File: config.mk
export PLATFORM = sky130hd
export DESIGN_NAME = pipe_hold_ctrl_flat
export DESIGN_NICKNAME = d
export VERILOG_FILES = /design/src/rtl/tinyriscv_pkg.sv /design/src/rtl/pipe_hold_ctrl_if.sv /design/src/rtl/sat_counter.sv /design/src/rtl/pipe_hold_ctrl.sv /design/src/flat_wrapper.sv
export SDC_FILE = /design/constraint.sdc
export NUM_CORES = 1
export LEC_CHECK = 0
export CORE_MARGIN = 10
export CORE_UTILIZATION = 39
export CTS_BUF_LIST = sky130_fd_sc_hd__clkbuf_4 sky130_fd_sc_hd__clkbuf_8 sky130_fd_sc_hd__clkbuf_16
export DETAILED_ROUTE_END_ITERATION = 12
export GPL_TIMING_DRIVEN = 1
export PLACE_DENSITY = 0.83
export SYNTH_ARGS = -nofsm -noshare
export SYNTH_HDL_FRONTEND = slang
export SYNTH_SLANG_ARGS = --single-unit
File: constraint.sdc
create_clock -name clk_i -period 2.1 [get_ports clk_i]
set_clock_uncertainty 0.05 [all_clocks]
set_input_delay 0.525 -clock clk_i [delete_from_list [all_inputs] [get_ports clk_i]]
set_output_delay 0.525 -clock clk_i [all_outputs]
set_load 0.005 [all_outputs]
File: src/rtl/tinyriscv_pkg.sv
// Shared pipeline-control types: hold levels driven to pc_reg/if_id/id_ex and
// the sequencer state encoding.
package tinyriscv_pkg;

    localparam int Hold_Flag_Bus = 3;

    localparam logic [Hold_Flag_Bus-1:0] Hold_None = 3'd0;
    localparam logic [Hold_Flag_Bus-1:0] Hold_Pc   = 3'd1;
    localparam logic [Hold_Flag_Bus-1:0] Hold_If   = 3'd2;
    localparam logic [Hold_Flag_Bus-1:0] Hold_Id   = 3'd3;

    typedef enum logic [1:0] {
        RUN,
        FLUSH,
        HALT_DRAIN,
        HALTED
    } pipe_ctrl_state_e;

endpackage

File: src/rtl/pipe_hold_ctrl_if.sv
// Request/response bundle between the core's stall sources and the pipeline
// sequencer; master drives requests, slave (the sequencer) drives hold/jump/ack.
interface pipe_hold_ctrl_if #(
    parameter int CNT_W = 32
);
    logic                                    jump_flag_i;
    logic [31:0]                             jump_addr_i;
    logic                                    hold_ex_i;
    logic                                    hold_bus_i;
    logic                                    clint_hold_i;
    logic                                    jtag_halt_req_i;
    logic                                    jtag_resume_i;
    logic                                    stall_cnt_clr_i;
    logic [tinyriscv_pkg::Hold_Flag_Bus-1:0] hold_flag_o;
    logic                                    jump_flag_o;
    logic [31:0]                             jump_addr_o;
    logic                                    halt_ack_o;
    logic [CNT_W-1:0]                        stall_cnt_o;

    modport master (
        output jump_flag_i, jump_addr_i, hold_ex_i, hold_bus_i, clint_hold_i,
               jtag_halt_req_i, jtag_resume_i, stall_cnt_clr_i,
        input  hold_flag_o, jump_flag_o, jump_addr_o, halt_ack_o, stall_cnt_o
    );

    modport slave (
        input  jump_flag_i, jump_addr_i, hold_ex_i, hold_bus_i, clint_hold_i,
               jtag_halt_req_i, jtag_resume_i, stall_cnt_clr_i,
        output hold_flag_o, jump_flag_o, jump_addr_o, halt_ack_o, stall_cnt_o
    );
endinterface

File: src/rtl/sat_counter.sv
// Saturating up-counter with synchronous clear.
// Latency: count visible one cycle after the increment/clear cycle.
// Backpressure: none; holds at all-ones, clear wins over increment.
module sat_counter #(
    parameter int W = 32
) (
    input  logic         clk_i,
    input  logic         rst_ni,
    input  logic         clr_i,
    input  logic         inc_i,
    output logic [W-1:0] cnt_o
);

    always_ff @(posedge clk_i or negedge rst_ni) begin
        if (!rst_ni) begin
            cnt_o <= '0;
        end else if (clr_i) begin
            cnt_o <= '0;
        end else if (inc_i && (cnt_o != '1)) begin
            cnt_o <= cnt_o + 1'b1;
        end
    end

endmodule

File: src/rtl/pipe_hold_ctrl.sv
// Merges stall/flush/debug requests into hold_flag and sequences flush and JTAG halt.
// Latency: hold_flag and jump forward are combinational; FSM and halt_ack are registered.
// Backpressure: none; requests are levels/pulses sampled every cycle.
module pipe_hold_ctrl
    import tinyriscv_pkg::*;
#(
    parameter int FLUSH_CYCLES = 1,
    parameter int DRAIN_CYCLES = 2,
    parameter int CNT_W        = 32
) (
    input logic              clk_i,
    input logic              rst_ni,
    pipe_hold_ctrl_if.slave  bus
);

    localparam bit         FLUSH_EN   = (FLUSH_CYCLES > 1);
    localparam logic [3:0] FLUSH_LOAD = FLUSH_EN ? 4'(FLUSH_CYCLES - 2) : 4'd0;
    localparam logic [3:0] DRAIN_LOAD = 4'(DRAIN_CYCLES - 1);

    pipe_ctrl_state_e state_q, state_d;
    logic [3:0]       cnt_q, cnt_d;
    logic             halt_pending_q, halt_pending_d;
    logic             halt_ack_q;
    logic             hold_id, hold_pc;
    logic [Hold_Flag_Bus-1:0] hold_flag;

    always_comb begin
        hold_id = bus.jump_flag_i | bus.hold_ex_i | bus.clint_hold_i
                | (state_q == FLUSH) | (state_q == HALTED);
        hold_pc = bus.hold_bus_i | (state_q == HALT_DRAIN);
        if (hold_id) begin
            hold_flag = Hold_Id;
        end else if (hold_pc) begin
            hold_flag = Hold_Pc;
        end else begin
            hold_flag = Hold_None;
        end
    end

    assign bus.hold_flag_o = hold_flag;
    assign bus.jump_flag_o = bus.jump_flag_i;
    assign bus.jump_addr_o = bus.jump_flag_i ? bus.jump_addr_i : 32'd0;
    assign bus.halt_ack_o  = halt_ack_q;

    // One down-counter serves both FLUSH and HALT_DRAIN since they never overlap.
    always_comb begin
        state_d = state_q;
        cnt_d   = cnt_q;
        unique case (state_q)
            RUN: begin
                if (bus.jump_flag_i) begin
                    if (FLUSH_EN) begin
                        state_d = FLUSH;
                        cnt_d   = FLUSH_LOAD;
                    end
                end else if (halt_pending_q || bus.jtag_halt_req_i) begin
                    state_d = HALT_DRAIN;
                    cnt_d   = DRAIN_LOAD;
                end
            end
            FLUSH: begin
                if (bus.jump_flag_i) begin
                    cnt_d = FLUSH_LOAD;
                end else if (cnt_q == 4'd0) begin
                    state_d = RUN;
                end else begin
                    cnt_d = cnt_q - 4'd1;
                end
            end
            HALT_DRAIN: begin
                // A multi-cycle op in execute freezes the drain until it completes.
                if (!bus.hold_ex_i) begin
                    if (cnt_q == 4'd0) begin
                        state_d = HALTED;
                    end else begin
                        cnt_d = cnt_q - 4'd1;
                    end
                end
            end
            HALTED: begin
                if (bus.jtag_resume_i) begin
                    state_d = RUN;
                end
            end
            default: state_d = RUN;
        endcase
    end

    always_comb begin
        halt_pending_d = halt_pending_q;
        if ((state_d == HALTED) && (state_q != HALTED)) begin
            halt_pending_d = 1'b0;
        end else if (bus.jtag_halt_req_i && (state_q != HALTED)) begin
            halt_pending_d = 1'b1;
        end
    end

    always_ff @(posedge clk_i or negedge rst_ni) begin
        if (!rst_ni) begin
            state_q        <= RUN;
            cnt_q          <= 4'd0;
            halt_pending_q <= 1'b0;
            halt_ack_q     <= 1'b0;
        end else begin
            state_q        <= state_d;
            cnt_q          <= cnt_d;
            halt_pending_q <= halt_pending_d;
            halt_ack_q     <= (state_d == HALTED);
        end
    end

    sat_counter #(
        .W (CNT_W)
    ) u_stall_cnt (
        .clk_i  (clk_i),
        .rst_ni (rst_ni),
        .clr_i  (bus.stall_cnt_clr_i),
        .inc_i  (hold_flag != Hold_None),
        .cnt_o  (bus.stall_cnt_o)
    );

endmodule
File: src/flat_wrapper.sv
// flat-port wrapper written by rule: the top's interface ports become plain ports
module pipe_hold_ctrl_flat import tinyriscv_pkg::*;
#(
    parameter int FLUSH_CYCLES = 1,
    parameter int DRAIN_CYCLES = 2,
    parameter int CNT_W        = 32
)
  (clk_i, rst_ni, bus_jump_flag_i, bus_jump_addr_i, bus_hold_ex_i, bus_hold_bus_i, bus_clint_hold_i, bus_jtag_halt_req_i, bus_jtag_resume_i, bus_stall_cnt_clr_i, bus_hold_flag_o, bus_jump_flag_o, bus_jump_addr_o, bus_halt_ack_o, bus_stall_cnt_o);
  pipe_hold_ctrl_if #(.CNT_W(CNT_W)) bus_i ();
  input logic clk_i;
  input logic rst_ni;
  input wire logic [$bits(bus_i.jump_flag_i)-1:0] bus_jump_flag_i;
  input wire logic [$bits(bus_i.jump_addr_i)-1:0] bus_jump_addr_i;
  input wire logic [$bits(bus_i.hold_ex_i)-1:0] bus_hold_ex_i;
  input wire logic [$bits(bus_i.hold_bus_i)-1:0] bus_hold_bus_i;
  input wire logic [$bits(bus_i.clint_hold_i)-1:0] bus_clint_hold_i;
  input wire logic [$bits(bus_i.jtag_halt_req_i)-1:0] bus_jtag_halt_req_i;
  input wire logic [$bits(bus_i.jtag_resume_i)-1:0] bus_jtag_resume_i;
  input wire logic [$bits(bus_i.stall_cnt_clr_i)-1:0] bus_stall_cnt_clr_i;
  output wire logic [$bits(bus_i.hold_flag_o)-1:0] bus_hold_flag_o;
  output wire logic [$bits(bus_i.jump_flag_o)-1:0] bus_jump_flag_o;
  output wire logic [$bits(bus_i.jump_addr_o)-1:0] bus_jump_addr_o;
  output wire logic [$bits(bus_i.halt_ack_o)-1:0] bus_halt_ack_o;
  output wire logic [$bits(bus_i.stall_cnt_o)-1:0] bus_stall_cnt_o;
  assign bus_i.jump_flag_i = bus_jump_flag_i;
  assign bus_i.jump_addr_i = bus_jump_addr_i;
  assign bus_i.hold_ex_i = bus_hold_ex_i;
  assign bus_i.hold_bus_i = bus_hold_bus_i;
  assign bus_i.clint_hold_i = bus_clint_hold_i;
  assign bus_i.jtag_halt_req_i = bus_jtag_halt_req_i;
  assign bus_i.jtag_resume_i = bus_jtag_resume_i;
  assign bus_i.stall_cnt_clr_i = bus_stall_cnt_clr_i;
  assign bus_hold_flag_o = bus_i.hold_flag_o;
  assign bus_jump_flag_o = bus_i.jump_flag_o;
  assign bus_jump_addr_o = bus_i.jump_addr_o;
  assign bus_halt_ack_o = bus_i.halt_ack_o;
  assign bus_stall_cnt_o = bus_i.stall_cnt_o;
  pipe_hold_ctrl #(.FLUSH_CYCLES(FLUSH_CYCLES), .DRAIN_CYCLES(DRAIN_CYCLES), .CNT_W(CNT_W)) u_core (.clk_i(clk_i), .rst_ni(rst_ni), .bus(bus_i));
endmodule
# == Word level (Yosys, flattened, before mapping) ==
# Index checks and enable logic that the tools add are counted.
# op_classes
addsub,2
n_eq_ne,9
n_mux,21
bitwise,5
reduce_logical,11
# op_table
operator,count
$mux 32,3
$add 32x1->32 const B,1
$ne 32x32->1 const B,1
$mux 4,5
$mux 2,8
$pmux 4 s3,1
$pmux 2 s4,1
$eq 2x2->1 const B,3
$ne 2x2->1 const B,3
$reduce_bool 3->1,2
$or 1x1->1,5
$logic_not 4->1,1
$reduce_and 4->1,1
$reduce_bool 2->1,2
$sub 4x1->4 const B,1
$logic_and 1x1->1,3
$mux 1,3
$eq 2x1->1 const B,1
$logic_not 2->1,1
$ne 2x1->1 const B,1
$logic_or 1x1->1,1
# totals
ff_bits,40
in_bits,41
output_inout_bits,69
wordCells,53

# == Depth between registers and ports, before layout ==
# Gate-level depths: netlist of run 1.
# depth
ltp_word,9
depth_mapped,10
depth_no_buf,8

# == Modules after synthesis ==
# A second synthesis of run 1 with hierarchy kept.
# hier_totals
hier_cells,300
area_unflattened_um2,2683.8
# by_module_without_submodules
module,instances,cells_each,area_per_inst_um2,seq_area_each_um2
sat_counter,1,198,1854.3,800.8
pipe_hold_ctrl,1,102,829.5,200.2

# == Least setup slack after synthesis of run 1 ==
# OpenSTA, ideal clock, no wires.
# synth_timing
path_kind,register to register
startpoint,reg u_core.state_q[0]
endpoint,reg u_core.u_stall_cnt.cnt_o[19]
setup_time_ps,78
arrival_time_ps,2036
t_required_ps,1972
setup_slack_ps,-64
stages_incl_launch_ff,10
path_buffers,2
period_less_slack_ps,2164
cell_sequence,dfrtp_1 inv_1 ha_1 buf_2 nor4_1 and2_0 a2111o_1 buf_6 or3_1 a21oi_1
# synth_between
elab_chain_len,7
elab_cells_between_ends,11
classes_between,eq/ne (3); mux (2); bitwise (3); reduce/logical (3)
# synth_lines
element,line,source
start: declaration,pipe_hold_ctrl.sv:20,"pipe_ctrl_state_e state_q, state_d;"
start signal: assignment,pipe_hold_ctrl.sv:105,state_q <= state_d;
$eq 2x2->1 / $eq 2x1->1 (equally long branches),"pipe_hold_ctrl.sv:30, pipe_hold_ctrl.sv:29",
"$or 1x1->1, on equally long branches","pipe_hold_ctrl.sv:30, pipe_hold_ctrl.sv:29",
$mux 1 / $or 1x1->1 (equally long branches),"pipe_hold_ctrl.sv:33, pipe_hold_ctrl.sv:29",
$mux 2 (*),pipe_hold_ctrl.sv:31,if (hold_id) begin
$reduce_bool 3->1 (*),pipe_hold_ctrl.sv:118,".inc_i (hold_flag != Hold_None),"
$logic_and 1x1->1 (*),sat_counter.sv:19,end else if (inc_i && (cnt_o != '1)) begin
$reduce_bool 2->1 (no line) (*),-,
end signal: assignment,sat_counter.sv:20,cnt_o <= cnt_o + 1'b1;
end: declaration,sat_counter.sv:11,output logic [W-1:0] cnt_o
# Mark *: on every way between the ends. The rest lies on a longest branch, timed or not.
# A chain may end at the register's enable or synchronous reset.

# == Worst setup path after layout of run 1 ==
# layout_timing
startpoint,reg u_core.state_q[1]
endpoint,reg u_core.u_stall_cnt.cnt_o[28]
# Same word-level chain as after synthesis.

==> results of run 1 <==
[cell usage after synthesis, types with 2 or more instances]
master,count
sky130_fd_sc_hd__dfrtp_1,40
sky130_fd_sc_hd__and2_1,34
sky130_fd_sc_hd__a21oi_1,26
sky130_fd_sc_hd__nand2_1,16
sky130_fd_sc_hd__nor2_1,14
sky130_fd_sc_hd__o21ai_0,14
sky130_fd_sc_hd__or3_1,14
sky130_fd_sc_hd__nand3_1,11
sky130_fd_sc_hd__nand4_1,10
sky130_fd_sc_hd__inv_1,9
sky130_fd_sc_hd__o21ai_1,9
sky130_fd_sc_hd__o31ai_1,9
sky130_fd_sc_hd__clkbuf_1,8
sky130_fd_sc_hd__and3_1,7
sky130_fd_sc_hd__ha_1,7
sky130_fd_sc_hd__or4_1,7
sky130_fd_sc_hd__a31oi_1,4
sky130_fd_sc_hd__buf_2,4
sky130_fd_sc_hd__nor2b_1,4
sky130_fd_sc_hd__a31o_2,3
sky130_fd_sc_hd__and4_1,3
sky130_fd_sc_hd__and4_4,3
sky130_fd_sc_hd__buf_4,3
sky130_fd_sc_hd__a21o_1,2
sky130_fd_sc_hd__a311oi_1,2
sky130_fd_sc_hd__and2_0,2
sky130_fd_sc_hd__and3b_1,2
sky130_fd_sc_hd__mux2_2,2
sky130_fd_sc_hd__nand2b_1,2
sky130_fd_sc_hd__nor3_1,2
sky130_fd_sc_hd__nor4_1,2
[flip-flops by register name (all words and copies together) (netlist names)]
register / flops
u_core.u_stall_cnt.cnt_o: 32
u_core.cnt_q: 4
u_core.state_q: 2
u_core.bus.halt_ack_o: 1
u_core.halt_pending_q: 1
[logic make-up (layout without fill, tap and decap cells)]
group / after synthesis / after routing / synth area share [%]
AO/OA/AOI/OAI: 79 / 79 / 19.03
other: 1 / 1 / 0.1466
adder cells (fa/ha/maj): 7 / 7 / 3.425
XOR/XNOR: 2 / 2 / 0.6851
flip-flops: 40 / 40 / 39.14
AND/OR/NAND/NOR: 137 / 137 / 31.56
multiplexers: 3 / 3 / 1.272
buffers and inverters: 26 / 178 / 4.745
[per-stage QoR]
stage | util, % | hold slack, ns | setup slack [ns] | setup TNS (ns) | instance area [um^2]
after floorplan | - | 0.1794 | 0.03415 | 0 | 2557
after global placement | 63.17 | 0.4400 | -0.4906 | -23.96 | 4011
after detailed placement | 63.17 | 0.4548 | -0.4865 | -25.47 | 4011
after CTS | 65.40 | 0.2491 | 0.002163 | 0 | 4153
after global routing | 67.88 | 0.2686 | -0.07871 | -0.9313 | 4310
final | 67.88 | 0.2340 | 0.009833 | 0 | 4310
[cell type report]
class                      instances  area [um^2]
clock buffer                       6        76.32
clock inverter                     2        35.03
fill                             494         2039
inverter                          10        37.54
multi-input combinational        229         1583
sequential                        40         1003
tap                               77        96.34
timing repair buffer             160         1479
[layout by cell type (no fill, tap or decap), types with 2 or more instances in the layout]
cell and n:
sky130_fd_sc_hd__dfrtp_2 2, sky130_fd_sc_hd__a21oi_2 10, sky130_fd_sc_hd__nor2_1 13, sky130_fd_sc_hd__o21ai_1 11
sky130_fd_sc_hd__nand4_1 10, sky130_fd_sc_hd__a31o_2 3, sky130_fd_sc_hd__inv_2 3, sky130_fd_sc_hd__o21ai_0 12
sky130_fd_sc_hd__nand2_1 16, sky130_fd_sc_hd__o31ai_1 9, sky130_fd_sc_hd__and3b_1 2, sky130_fd_sc_hd__buf_6 5
sky130_fd_sc_hd__nand2b_1 2, sky130_fd_sc_hd__and2_1 34, sky130_fd_sc_hd__a311oi_1 2, sky130_fd_sc_hd__clkdlybuf4s50_1 69
sky130_fd_sc_hd__dlygate4sd2_1 35, sky130_fd_sc_hd__a21oi_1 16, sky130_fd_sc_hd__nand3_1 10, sky130_fd_sc_hd__and4_1 3
sky130_fd_sc_hd__mux2_2 2, sky130_fd_sc_hd__and3_1 6, sky130_fd_sc_hd__clkbuf_8 5, sky130_fd_sc_hd__a31oi_1 4
sky130_fd_sc_hd__ha_4 3, sky130_fd_sc_hd__a21o_1 2, sky130_fd_sc_hd__or4_4 6, sky130_fd_sc_hd__or3_1 13
sky130_fd_sc_hd__and3_2 2, sky130_fd_sc_hd__dfrtp_1 38, sky130_fd_sc_hd__inv_1 7, sky130_fd_sc_hd__nor2b_1 4
sky130_fd_sc_hd__ha_1 3, sky130_fd_sc_hd__and4_4 3, sky130_fd_sc_hd__buf_4 45
[timing repair]
action,CTS,global route
gates cloned,1,1
pin swaps,4,9
resized for setup,58,36
buffers inserted,1,2
endpoints found under the setup margin,58,25
[routing by layer]
metal | vias to the layer above | track usage, % | part of all wire (%)
met5 | - | 0 | 0
met4 | 0 | 4.930 | 1.8
met3 | 16 | 10.22 | 14
met2 | 138 | 29.09 | 49
met1 | 1398 | 16.77 | 35
li1 | 1379 | - | -
[power by group]
group / total [mW] / internal (mW) / switching (mW)
registers: 0.893 / 0.830 / 0.0632
logic: 0.824 / 0.436 / 0.388
clock network: 0.633 / 0.366 / 0.267
total: 2.35 / 1.63 / 0.719
[how the worst max path moves through the flow]
stage                                    to  slack, ns               from  cells after the start
2_1_floorplan  u_core.u_stall_cnt.cnt_o[19]       0.03  u_core.state_q[0]                      9
3_3_place_gp             bus_hold_flag_o[0]      -0.49      bus_hold_ex_i                      5
3_5_place_dp             bus_hold_flag_o[0]      -0.49      bus_hold_ex_i                      5
4_1_cts                  bus_hold_flag_o[1]      0.002  u_core.state_q[0]                      4
5_1_grt        u_core.u_stall_cnt.cnt_o[22]      -0.08  u_core.state_q[1]                     11
6_report       u_core.u_stall_cnt.cnt_o[28]       0.01  u_core.state_q[1]                     10
==> results.txt, run 1 <==
----------------------------------------------------
[Yosys]
  Yosys synthesis warning count ... 0
  Async set-reset flop share out of synthesis ... 100.0%
  Number of distinct library cell variants in the gate-level netlist after synthesis ... 51
  Post-synthesis sequential area ratio ... 39.14%
  Synthesized netlist net count ... 343
  Biggest area contributors in the synthesized netlist ... sky130_fd_sc_hd__dfrtp_1 (39%), sky130_fd_sc_hd__and2_1 (8.3%), sky130_fd_sc_hd__a21oi_1 (5.1%)
  Register bit count reported by yosys ... 40
  Cells after Synth ... 295
  Cell type contributing the most total cell area after synthesis ... sky130_fd_sc_hd__dfrtp_1
  Synth top area share ... 39.14%
  Dominant synthesized flop cell ... sky130_fd_sc_hd__dfrtp_1
  Area of the mapped netlist ... 2557 um^2
  Number of synthesized flops with an enable pin ... 0
  Synthesized area divided by synthesized cell count ... 8.669 um^2

[Critical path]
  Worst endpoint required time ... 2.27 ns
  Cell type group with the largest total delay on the critical path ... simple AND/OR/NAND/NOR gates
  Worst R2R Path Depth ... 10
  Critical path peak fanout ... 5
  Critical-path cell with the highest stage delay ... sky130_fd_sc_hd__or4_1
  CP Launch Type ... register
  Endpoint arrival time on the critical path ... 2.26 ns
  Bufs and invs on worst path ... 4
  R2R Setup Slk ... 0.01 ns
  Cells along the critical path ... inv_2 > ha_4 > nor3_4 > and2_4 > inv_2 > buf_4 > nand3_4 > buf_6 > or4_1 > a21oi_1
  Critical Path Sink Type ... register
  Top cell by count, worst path ... sky130_fd_sc_hd__inv_2
  Type of the setup path with the least slack ... reg -> reg
  Delay of the slowest critical-path stage ... 0.51 ns
  Reg-to-reg critical path endpoint ... u_core.u_stall_cnt.cnt_o[28]
  Source of the worst register-to-register timing path ... u_core.state_q[1]

[CTS]
  Clock tree from TritonCTS ... yes
  Clock Pin Slew Worst Setup and Hold Paths ... 0.08 ns
  Number of buffers on the longest clock path ... 2
  Hold-fix buffers, CTS ... 0
  CTS buffer count ... 5
  Cell at the root of the clock tree ... sky130_fd_sc_hd__clkbuf_8
  CTS sink count ... 40
  Source-to-sink clock delay at the later pin of the worst-skew pair ... 0.30 ns
  Total number of H-tree levels ... 2

[Global routing]
  Pin count of the biggest net entering global routing ... 41
  Combined global-route utilization of all metal layers ... 16.94%
  Number of global-route vias before repair ... 2988
  First-pass GRT wire length ... 14210 um
  Number of antenna violations at the first check in global routing ... 0
  Final global-route overflow total ... 0

[Floorplanning]
  Number of placement rows ... 29
  Die outline area ... 10200 um^2
  Initial Util ... 40.28%
  Vertical extent of the die ... 101.0 um
  Top-level port count ... 110
  Placeable core region ... 6350 um^2
  Die Width ... 101.0 um

[Timing]
  Number of endpoints with negative hold slack in the final report ... 0
  Shortest clock period the worst path allows after layout ... 2.090 ns
  Relative slew slack ... 64.60%
  Final setup violating endpoints ... 0
  Final-report max-slew violation count ... 0
  Highest clock rate ... 0.4784 GHz
  Transition time of the tightest slew-check pin ... 0.5310 ns
  Final critical-path share of the clock period ... 99.53%
  Unrepaired setup endpoints after global routing ... true

[Detailed routing]
  Routed WL per cell ... 17.25 um
  Number of antenna-violating nets in the routed design ... 0
  Via/cell ratio ... 5.594
  Via count ... 2931
  Wirelength, routed ... 9038 um
  Number of DRC markers after the initial detailed-route iteration ... 128
  Detailed-routing iteration count for the pre-antenna-repair pass ... 4
  DR DRC count ... 0

[Pwr]
  Power density relative to cell area ... 545.4 nW/um^2
  Overall power ... 2.351 mW
  Maximum resistive drop on vdd ... 0.4507 mV
  Static Leak ... 1.861 nW

[Placed design]
  Half-perimeter wire length after placement ... 6790 um
  Number of I/O port buffers ... 108
  Final GP Congestion ... 0.8667
  Number of cells in the design after placement ... 511

[Cells and area]
  Diodes inserted ... 0
  Number of nets in the final layout ... 494
  Share of post-route cells with drive strength above 1 ... 23.94%
  Final standard cell count with taps included and fillers excluded ... 524
  Area added between synthesis and finish ... 68.54%

[Min path]
  Worst hold path class ... in -> async

[Run status]
  Status ... finished, final reports clean

[Flow run]
  Max_cap viols ... 0

----------------------------------------------------
Power figures use the tool's default switching activity.
==> run 2: changes to the inputs <==
--- a/config.mk
+++ b/config.mk
@@ -10,7 +10,7 @@
 export CTS_BUF_LIST = sky130_fd_sc_hd__clkbuf_4 sky130_fd_sc_hd__clkbuf_8 sky130_fd_sc_hd__clkbuf_16
 export DETAILED_ROUTE_END_ITERATION = 12
 export GPL_TIMING_DRIVEN = 1
-export PLACE_DENSITY = 0.83
+export PLACE_DENSITY_LB_ADDON = 0.12
 export SYNTH_ARGS = -nofsm -noshare
 export SYNTH_HDL_FRONTEND = slang
 export SYNTH_SLANG_ARGS = --single-unit
==> run 2 against run 1 <==
  * The run now ends with setup timing left
  * Hold slack got worse by 0.10 ns
  * Final cell count grew 2.7%
  * Flip-flop and latch count is the same
  * Core utilization grew 3.8 points
  * First-iteration DRC count shrank 5.5%
  * Sequential power down 1%
  * Design area rose by 5.7%
  * Sequential share of layout area decreased by 1.3 points
  * Critical path depth is 1 higher
==> results.txt, run 2 (synthesized netlist as in run 1, its figures left out) <==
----------------------------------------------------
[CTS]
  CTS sink count ... 40
  Cell at the root of the clock tree ... sky130_fd_sc_hd__clkbuf_8
  Clock tree from TritonCTS ... yes
  Total number of H-tree levels ... 2
  Number of buffers on the longest clock path ... 2
  Source-to-sink clock delay at the later pin of the worst-skew pair ... 0.30 ns
  CTS buffer count ... 5
  Clock Pin Slew Worst Setup and Hold Paths ... 0.09 ns

[Timing]
  Final setup violating endpoints ... 12
  Final-report max-slew violation count ... 0
  Shortest clock period the worst path allows after layout ... 2.236 ns
  Unrepaired setup endpoints after global routing ... true
  Hold WS ... 0.1305 ns
  Highest clock rate ... 0.4473 GHz
  Final critical-path share of the clock period ... 106.5%
  Number of endpoints with negative hold slack in the final report ... 0
  Worst Setup Slack, final ... -0.1355 ns
  Final setup TNS ... -1.199 ns

[Cells and area]
  Count of fill cells added during filler insertion ... 486
  Final Core Density ... 71.72%
  Most common cell after layout, fill and taps aside ... sky130_fd_sc_hd__clkdlybuf4s50_1
  Commonest cells after routing, fill and taps aside ... sky130_fd_sc_hd__clkdlybuf4s50_1 (68), sky130_fd_sc_hd__buf_4 (50), sky130_fd_sc_hd__dfrtp_1 (40)
  Registers with the most flip-flops ... u_core.u_stall_cnt.cnt_o (32), u_core.cnt_q (4), u_core.state_q (2)
  Max reg flops ... 32
  Share of post-route cells with drive strength above 1 ... 26.68%
  Area of combinational cells with multiple inputs ... 1635 um^2
  Combined flip-flop and latch cell area ... 1001 um^2
  Number of nets in the final layout ... 508
  Diodes inserted ... 0
  Largest register by flop count ... u_core.u_stall_cnt.cnt_o
  Area added between synthesis and finish ... 78.08%

[Pwr]
  Clock network fraction of total power ... 26.1%
  Combinational share of power ... 38.9%
  Net switching power figure ... 0.7913 mW
  Maximum resistive drop on vdd ... 0.3723 mV
  Sequential share of power ... 35.0%
  Design internal power ... 1.724 mW
  Power density relative to cell area ... 552.3 nW/um^2
  Static Leak ... 2.077 nW
  Sw frac ... 31.46%

[Critical path]
  Endpoint arrival time on the critical path ... 2.42 ns
  Critical path peak fanout ... 8
  Type of the setup path with the least slack ... reg -> reg
  R2R Setup Slk ... -0.14 ns
  Source of the worst register-to-register timing path ... u_core.state_q[0]
  Worst R2R Path Depth ... 11
  Reg-to-reg critical path endpoint ... u_core.u_stall_cnt.cnt_o[29]
  Worst endpoint required time ... 2.28 ns
  Critical Path Sink Type ... register
  CP Launch Type ... register

[Global routing]
  First-pass GRT wire length ... 14710 um
  Met3 layer usage reported by global route ... 10.49%
  Pin count of the biggest net entering global routing ... 41
  Number of global-route vias before repair ... 3028
  Final global-route overflow total ... 0
  Global-route track usage on met1 ... 17.93%
  Grt met2 use ... 29.48%
  Most Used Layer, Global Route ... met2
  Number of antenna violations at the first check in global routing ... 0
  Combined global-route utilization of all metal layers ... 17.53%

[Floorplanning]
  Vertical extent of the die ... 101.0 um
  Initial Util ... 40.28%
  Die outline area ... 10200 um^2
  Number of placement rows ... 29
  Die Width ... 101.0 um
  Placeable core region ... 6350 um^2
  Top-level port count ... 110

[Placed design]
  Number of I/O port buffers ... 108
  Final GP Congestion ... 0.8781
  Half-perimeter wire length after placement ... 6757 um

[Flow run]
  Max_cap viols ... 0

[Detailed routing]
  Via/cell ratio ... 5.478
  Via count ... 2947
  Wirelength, routed ... 9532 um
  Detailed-routing iteration count for the pre-antenna-repair pass ... 5
  Number of antenna-violating nets in the routed design ... 0
  DR DRC count ... 0
  Number of DRC markers after the initial detailed-route iteration ... 121
  Routed WL per cell ... 17.72 um

[Run status]
  Status ... finished, violations left
  Violated checks ... setup timing

[Min path]
  Worst hold path class ... in -> async

----------------------------------------------------
-- run 2: repair_timing --
action                                  in CTS  in global routing
cloned                                       3                  0
setup buffers                                7                  8
endpoints found under the setup margin      60                 49
gates resized for setup                     61                 55
hold buffers                                 0                  0
pin swaps                                   21                 15
-- run 2: how the worst max path moves through the flow --
stage	from	end	slack, ns	cells after the start
after global routing	u_core.state_q[0]	u_core.u_stall_cnt.cnt_o[29]	-0.20	11
after floorplan	u_core.state_q[0]	u_core.u_stall_cnt.cnt_o[19]	0.03	9
after global placement	bus_hold_ex_i	u_core.u_stall_cnt.cnt_o[31]	-0.45	8
after CTS	u_core.state_q[0]	u_core.u_stall_cnt.cnt_o[25]	-0.27	10
final	u_core.state_q[0]	u_core.u_stall_cnt.cnt_o[29]	-0.14	11
after detailed placement	bus_hold_ex_i	u_core.u_stall_cnt.cnt_o[27]	-0.49	8
-- run 2: power groups by stage --
stage / sequential, mW / combinational [mW] / clock [mW]
6_report: 0.880 / 0.979 / 0.656
5_1_grt: 0.884 / 1.07 / 0.686
4_1_cts: 0.878 / 0.907 / 0.670
3_5_place_dp: 0.887 / 0.826 / 0
3_3_place_gp: 0.888 / 0.803 / 0
2_1_floorplan: 0.887 / 0.417 / 0
-- run 2: cell type report --
type	instances	area share (%)
Clock inverter	2	0.7692
Tap cell	77	2.115
Multi-Input combinational cell	229	35.91
Clock buffer	6	1.676
Timing Repair Buffer	174	36.68
Sequential cell	40	21.98
Inverter	10	0.8791
-- run 2: metrics by stage --
step	setup slack (ns)	power [mW]	cell area [um^2]	cells
2_1_floorplan	0.03415	1.303	2557	295
3_3_place_gp	-0.4522	1.692	4054	515
3_5_place_dp	-0.4883	1.713	4054	515
4_1_cts	-0.2708	2.454	4310	532
5_1_grt	-0.1982	2.644	4554	538
6_report	-0.1355	2.515	4554	538
-- run 2: layer usage --
metal | up-vias | share of wire [%]
met2 | 123 | 48
met5 | - | 0
li1 | 1404 | -
met1 | 1408 | 37
met3 | 12 | 13
met4 | 0 | 1.4
-- run 2: worst max-delay path, stage by stage (launching register included) --
cell	delay, ns
sky130_fd_sc_hd__dfrtp_1	0.42
sky130_fd_sc_hd__buf_6	0.14
sky130_fd_sc_hd__inv_4	0.06
sky130_fd_sc_hd__ha_4	0.13
sky130_fd_sc_hd__nor4_2	0.03
sky130_fd_sc_hd__and2_4	0.16
sky130_fd_sc_hd__buf_6	0.12
sky130_fd_sc_hd__a2111o_1	0.33
sky130_fd_sc_hd__buf_6	0.14
sky130_fd_sc_hd__buf_6	0.13
sky130_fd_sc_hd__or3_4	0.32
sky130_fd_sc_hd__a21oi_2	0.12
==> run 3: changes to the inputs <==
--- a/config.mk
+++ b/config.mk
@@ -11,6 +11,8 @@
 export DETAILED_ROUTE_END_ITERATION = 12
 export GPL_TIMING_DRIVEN = 1
 export PLACE_DENSITY_LB_ADDON = 0.12
+export SETUP_SLACK_MARGIN = 0.5
 export SYNTH_ARGS = -nofsm -noshare
 export SYNTH_HDL_FRONTEND = slang
 export SYNTH_SLANG_ARGS = --single-unit
+export TNS_END_PERCENT = 10
==> run 3 against run 2 <==
  * The run still ends with setup timing left
  * Power grew 8.5%
  * Fmax grew 6.3%
  * Critical path type is now reg -> out
  * Setup slack gained 0.13 ns
  * Global-route usage shrank 0.81 points
  * Highest routed layer unchanged
  * Critical path depth shrank 5
  * Core utilization grew 3.2 points
  * Flip-flop and latch count is the same
  * Die area is the same
==> results.txt, run 3 (synthesized netlist as in run 1, its figures left out) <==
----------------------------------------------------
[Run status]
  Status ... finished, violations left
  Violated checks ... setup timing

[Critical path]
  Type of the setup path with the least slack ... reg -> out
  Endpoint arrival time on the critical path ... 1.53 ns
  R2R Setup Slk ... -0.004 ns
  Critical-path cell with the highest stage delay ... sky130_fd_sc_hd__dfrtp_2
  Source of the worst register-to-register timing path ... u_core.u_stall_cnt.cnt_o[27]
  Critical path peak fanout ... 3
  Source of the critical timing path ... u_core.state_q[1]
  Worst endpoint required time ... 1.52 ns
  CP Launch Type ... register
  Delay of the slowest critical-path stage ... 0.45 ns
  Cells along the critical path ... buf_6 > ha_4 > nor4_2 > and2_4 > inv_2 > buf_6
  Critical Path Sink Type ... output pin
  Top cell by count, worst path ... sky130_fd_sc_hd__buf_6

[Cells and area]
  Registers with the most flip-flops ... u_core.u_stall_cnt.cnt_o (32), u_core.cnt_q (4), u_core.state_q (2)
  Most common cell after layout, fill and taps aside ... sky130_fd_sc_hd__buf_4
  Post-route cell area ... 4755 um^2
  Largest register by flop count ... u_core.u_stall_cnt.cnt_o
  Number of nets in the final layout ... 513
  Area added between synthesis and finish ... 85.91%
  Share of post-route cells with drive strength above 1 ... 43.13%
  Diodes inserted ... 0
  Max reg flops ... 32
  Count of fill cells added during filler insertion ... 446
  Commonest cells after routing, fill and taps aside ... sky130_fd_sc_hd__buf_4 (58), sky130_fd_sc_hd__dlymetal6s2s_1 (53), sky130_fd_sc_hd__buf_6 (39)

[Floorplanning]
  Number of placement rows ... 29
  Placeable core region ... 6350 um^2
  Die outline area ... 10200 um^2
  Die Width ... 101.0 um
  Top-level port count ... 110
  Vertical extent of the die ... 101.0 um
  Initial Util ... 40.28%

[Timing]
  Transition time of the tightest slew-check pin ... 0.5430 ns
  Highest clock rate ... 0.4753 GHz
  Final-report max-slew violation count ... 0
  Shortest clock period the worst path allows after layout ... 2.104 ns
  Relative slew slack ... 63.63%
  Final critical-path share of the clock period ... 100.2%
  Worst Setup Slack, final ... -0.004007 ns
  Final setup violating endpoints ... 2
  Hold WS ... 0.2341 ns
  Number of endpoints with negative hold slack in the final report ... 0
  Unrepaired setup endpoints after global routing ... true

[Pwr]
  Maximum resistive drop on vdd ... 0.3892 mV
  Static Leak ... 2.751 nW
  Overall power ... 2.728 mW
  Power density relative to cell area ... 573.8 nW/um^2

[Detailed routing]
  Detailed-routing iteration count for the pre-antenna-repair pass ... 4
  Routed WL per cell ... 17.71 um
  DR DRC count ... 0
  Number of antenna-violating nets in the routed design ... 0
  Via/cell ratio ... 5.433
  Number of DRC markers after the initial detailed-route iteration ... 129
  Wirelength, routed ... 9614 um
  Via count ... 2950

[CTS]
  Clock tree from TritonCTS ... yes
  CTS sink count ... 40
  Clock Pin Slew Worst Setup and Hold Paths ... 0.08 ns
  Hold-fix buffers, CTS ... 0
  Number of buffers on the longest clock path ... 2
  Cell at the root of the clock tree ... sky130_fd_sc_hd__clkbuf_8
  Total number of H-tree levels ... 2
  Source-to-sink clock delay at the later pin of the worst-skew pair ... 0.30 ns
  CTS buffer count ... 5

[Placed design]
  Placement-stage worst setup slack ... -0.5746 ns
  Half-perimeter wire length after placement ... 6838 um
  Final GP Congestion ... 0.7684
  Placement-stage cell area ... 4104 um^2
  Number of I/O port buffers ... 108

[Global routing]
  First-pass GRT wire length ... 14060 um
  Number of global-route vias before repair ... 2969
  Combined global-route utilization of all metal layers ... 16.72%
  Number of antenna violations at the first check in global routing ... 0
  Pin count of the biggest net entering global routing ... 41
  Final global-route overflow total ... 0

[Flow run]
  Max_cap viols ... 0

[Min path]
  Worst hold path class ... in -> async

----------------------------------------------------
run 3: cell types whose count changed in the layout (fill, tap and decap cells not counted), sizes merged:
cell / delta
buf: +36
bufinv: -1
clkbuf: +6
clkdlybuf4s15: +1
clkdlybuf4s50: -64
clkinv: -1
dlygate4sd2: -14
dlymetal6s2s: +42
run 3: final cells by class:
cell class	count	area, um^2	share of cell area [%]
Tap cell	77	96.34	2.026
Clock buffer	8	97.59	2.053
Multi-Input combinational cell	229	1715	36.08
Inverter	10	37.54	0.7895
Sequential cell	40	1003	21.11
Timing Repair Buffer	179	1804	37.95
run 3: final timing paths:
check                                               end  cells after the start
setup / recovery                     bus_hold_flag_o[0]                      6
hold / removal             u_core.u_stall_cnt.cnt_o[30]                      2
setup reg to reg           u_core.u_stall_cnt.cnt_o[15]                      6
hold reg to reg                         u_core.cnt_q[1]                      2
max in group asynchronous             u_core.state_q[0]                      2
min in group clk_i                      u_core.cnt_q[1]                      2
run 3: power by group:
group / switching [mW] / internal, mW
sequential: 0.0580 / 0.830
clock: 0.270 / 0.294
combinational: 0.578 / 0.698
run 3: worst max-delay path, delay by kind of cell, from the launching register on:
family        cells  cell delay (ns)
flops             1             0.45
simple gates      2             0.33
buf+inv           3             0.30
fa+ha+maj         1             0.15
run 3: what timing repair did:
item | CTS | global route
gates resized for setup | 98 | 247
setup buffers | 2 | 7
cloned | 2 | 1
setup endpoints to repair | 108 | 108
pin swaps | 14 | 53
run 3: per-stage QoR:
stage          util (%)  setup TNS (ns)  std cells
2_1_floorplan         -               0        295
5_1_grt           74.88         -0.7291        543
6_report          74.88       -0.005649        543
3_3_place_gp      64.63          -23.23        523
4_1_cts           65.69               0        535
3_5_place_dp      64.63          -28.25        523
run 3: per-layer routing:
layer | share of wire [%] | track usage [%] | vias up
li1 | - | - | 1410
met1 | 38 | 16.99 | 1430
met2 | 51 | 29.34 | 103
met3 | 10 | 8.711 | 7
met4 | 0.80 | 4.502 | 0
met5 | 0 | 0 | -
